### config.mk
export PLATFORM = sky130hd
export DESIGN_NAME = sudoku_group_dup
export DESIGN_NICKNAME = d
export VERILOG_FILES = /design/src/rtl/sudoku_pkg.sv /design/src/rtl/sudoku_group_dup.sv
export SDC_FILE = /design/constraint.sdc
export NUM_CORES = 1
export LEC_CHECK = 0
export BUFFER_PORTS_ARGS = -buffer_cell sky130_fd_sc_hd__buf_2
export CAP_MARGIN = 20
export CORE_AREA = 2 2 39 41
export DETAILED_ROUTE_END_ITERATION = 12
export DIE_AREA = 0 0 41 43
export PLACE_DENSITY_LB_ADDON = 0.12
export SLEW_MARGIN = 30
export SYNTH_ARGS = -nofsm -noshare
export SYNTH_HDL_FRONTEND = slang
export SYNTH_SLANG_ARGS = --single-unit
export TNS_END_PERCENT = 50
### constraint.sdc
create_clock -name vclk -period 3.2
set_input_delay 0.64 -clock vclk [all_inputs]
set_output_delay 0.64 -clock vclk [all_outputs]
set_load 0.02 [all_outputs]
### src/rtl/sudoku_pkg.sv
// Shared constants, types and the group-to-cell table for the 4x4 Sudoku checker.
package sudoku_pkg;

  localparam int unsigned CELL_W  = 3;
  localparam int unsigned NCELLS  = 16;
  localparam int unsigned NGROUPS = 12;
  localparam int unsigned BOARD_W = CELL_W * NCELLS;

  typedef logic [CELL_W-1:0] cell_t;
  typedef logic [3:0]        idx_t;

  localparam cell_t CELL_EMPTY = 3'd0;
  localparam cell_t CELL_MAX   = 3'd4;

  typedef enum logic [2:0] {
    StIdle,
    StSnap,
    StScanCells,
    StScanGroups,
    StDone
  } state_e;

  // Groups 0-3 are rows, 4-7 columns, 8-11 2x2 boxes; matches conflict mask bit order.
  localparam idx_t GROUP_TBL [NGROUPS][4] = '{
    '{4'd0,  4'd1,  4'd2,  4'd3},
    '{4'd4,  4'd5,  4'd6,  4'd7},
    '{4'd8,  4'd9,  4'd10, 4'd11},
    '{4'd12, 4'd13, 4'd14, 4'd15},
    '{4'd0,  4'd4,  4'd8,  4'd12},
    '{4'd1,  4'd5,  4'd9,  4'd13},
    '{4'd2,  4'd6,  4'd10, 4'd14},
    '{4'd3,  4'd7,  4'd11, 4'd15},
    '{4'd0,  4'd1,  4'd4,  4'd5},
    '{4'd2,  4'd3,  4'd6,  4'd7},
    '{4'd8,  4'd9,  4'd12, 4'd13},
    '{4'd10, 4'd11, 4'd14, 4'd15}
  };

  function automatic cell_t cell_at(input logic [BOARD_W-1:0] board, input idx_t idx);
    return board[CELL_W*idx +: CELL_W];
  endfunction

  function automatic logic is_legal(input cell_t v);
    return (v != CELL_EMPTY) && (v <= CELL_MAX);
  endfunction

endpackage

### src/rtl/sudoku_group_dup.sv
// Combinational duplicate detector for one four-cell Sudoku group.
module sudoku_group_dup
  import sudoku_pkg::*;
(
  input  logic [CELL_W-1:0] cell0,
  input  logic [CELL_W-1:0] cell1,
  input  logic [CELL_W-1:0] cell2,
  input  logic [CELL_W-1:0] cell3,
  output logic              dup
);

  // Six pairwise compares; a pair only counts when the value is a legal digit.
  always_comb begin
    dup = 1'b0;
    if (is_legal(cell0) && (cell0 == cell1)) dup = 1'b1;
    if (is_legal(cell0) && (cell0 == cell2)) dup = 1'b1;
    if (is_legal(cell0) && (cell0 == cell3)) dup = 1'b1;
    if (is_legal(cell1) && (cell1 == cell2)) dup = 1'b1;
    if (is_legal(cell1) && (cell1 == cell3)) dup = 1'b1;
    if (is_legal(cell2) && (cell2 == cell3)) dup = 1'b1;
  end

endmodule

==> metrics.md <==
| Metric | Value |
|---|---|
| Worst Setup SP | cell2[0] |
| Bufs and invs on worst path | 2 |
| FFs & Latches | 0 |
| Synth warn | 0 |
| Critical-path cell list | buf_2 -> nor2b_1 -> a32oi_1 -> o311a_1 -> o2111ai_2 -> buf_2 |
| Layout area overhead | 16.5% |
| Io pins | 13 |
| Slew headroom | 78.7% |
| Yosys top cell area share | 16.2% |
| Post-route ant nets | 0 |
| Critical path required time | 2560 ps |
| Maximum clock frequency | 0.428 GHz |
| Largest area contributor in the netlist | xnor2_1 |
| Die X | 41 um |
| Initial antenna violation count | 0 |
| Die Footprint | 1760 um2 |
| Power Dens Cells | 123 nW/um2 |
| Initial DRC count | 4 |
| Final-report max-slew violation count | 0 |
| Largest net degree at the start of global routing | 9 |
| Footprint of the multi-input gates | 287 um2 |
| GRT Total Usage | 9.19% |
| Via density | 5.09 |
| Crit share post-route | 73.0% |
| Util after Layout | 27.4% |
| Total Power | 46.8 uW |
| CP dominant cell by count | buf_2 |
| Register Area | 0 um2 |
| ANT cells | 0 |
| Outcome | finished, final reports clean |
| Core area | 1380 um2 |
| CP Capture Type | output port |
| Critical-path maximum fanout | 4 |
| Cts repair resizes | 0 |
| Fraction of layout cells with a size suffix above 1 | 30.0% |
| Min Hold Slack | 1670 ps |
| Unrepaired setup endpoints after global routing | no |
| Hold Crit Endpoint | dup |
| Crit path kind | in2out |
| Mapped Area | 325 um2 |
| Max Cap Viol | 0 |
| Postcts setup bufs | 0 |
| Synth unique cells | 22 |
| Hold path depth | 3 |
| Vias in the first global route | 282 |
| Mean Syn Cell Area | 7.93 um2 |
| Initial Util | 23.5% |
| Via count | 336 |
| Final Setup Violations | 0 |
| Worst VDD drop | 0.0000263 V |
| Post-Synthesis Cells | 41 |
| Hold Crit Class | in2out |
| Post-DP HPWL | 658 um |
| Drt pass-1 iters | 4 |
| Hold_sp | cell0[2] |
| Critical path arrival | 1700 ps |
| IO buf count | 13 |
| Worst setup margin | 863 ps |
| Row count | 14 |
| DRC viols | 0 |
| Global-route wire length before repair | 1.21 mm |
| Slowest cell on crit path | o311a_1 |
| Post-Syn Nets | 53 |
| Place WS | 860 ps |
| GPL Wtd Cong | 0.664 |
| Post-synthesis sequential area ratio | 0% |
| Total congestion overflow | 0 |
| Leakage | 0.135 nW |
| Startpoint Class | primary input |
| Family with the most delay on the worst path | compound AO/OA/AOI/OAI gates |
| CP max stage delay | 310 ps |
| WL/cell | 11.9 um |
| # hold bufs at CTS | 0 |
| Slew @ Worst Pin | 319 ps |
| Fin. Hold Viols | 0 |
| Fillers | 158 |
| Min cycle time layout | 2340 ps |
| Ranking of synthesized cells by area | xnor2_1 (16%), nor3b_1 (14%), and4bb_1 (12%), a31oi_1 (5.8%), o311ai_2 (5.0%) |
| Setup TNS | 0 ps |
| Final #Nets | 64 |
| Clock buffer cells | 0 |
| DRT Wirelength | 786 um |
| Chip Height | 43 um |
## cells in the mapped netlist, drive strengths merged
cell / instances
nor4b: 1
inv: 2
nor3b: 6
o22a: 1
o2111ai: 1
nand2: 2
o21ai: 2
a32oi: 1
nor2: 1
and4bb: 3
clkbuf: 1
and3: 1
xnor2: 6
nor2b: 2
o311a: 1
o31a: 1
buf: 3
nand4: 1
nor4bb: 1
o311ai: 1
a31oi: 3
## layout by cell type, fill, tap and decap left out, types with 2 or more instances in the layout
master and instances:
a31oi_1 3, and4bb_1 3, nor3b_1 6, inv_1 2, nand2_1 2, xnor2_1 6
buf_2 13, nor2b_1 2, o21ai_0 2
## worst max-delay path by stage
stage	endpoint	slack (ps)	cells after the start
6_report	dup	860	6
4_1_cts	dup	860	6
3_3_place_gp	dup	860	6
3_5_place_dp	dup	860	6
5_1_grt	dup	770	6
2_1_floorplan	dup	1030	5
## through the flow
| step | std cells | cell area, um2 |
|---|---|---|
| after floorplan | 41 | 325 |
| after global placement | 66 | 379 |
| after detailed placement | 66 | 379 |
| after CTS | 66 | 379 |
| after global routing | 66 | 379 |
| final | 66 | 379 |
## layout make-up
class                           instances  share of cell area [%]
Multi-Input combinational cell         35                    75.6
Inverter                                2                    1.98
Timing Repair Buffer                   13                    17.2
Tap cell                               16                    5.28
## layer usage
| metal | track usage, % | routed length (um) | vias up |
|---|---|---|---|
| li1 | - | - | 179 |
| met1 | 13.3 | 371 | 151 |
| met2 | 15.6 | 369 | 6 |
| met3 | 0 | 45 | 0 |
| met4 | 0 | 0 | 0 |
| met5 | 0 | 0 | - |
## logic make-up (layout without fill, tap and decap cells)
group	Yosys count	in the layout	share of synthesized area (%)
AO/OA/AOI/OAI	11	11	29.6
buffers and inverters	6	15	11.9
AND/OR/NAND/NOR	18	18	42.3
XOR/XNOR	6	6	16.2
## report_power, final
part           switching, mW  internal (mW)  total (mW)
Combinational         0.0244         0.0223      0.0468
Sequential                 0              0           0
Clock                      0              0           0
Total                 0.0244         0.0223      0.0468
No activity file was read; power rests on OpenSTA's default activity.
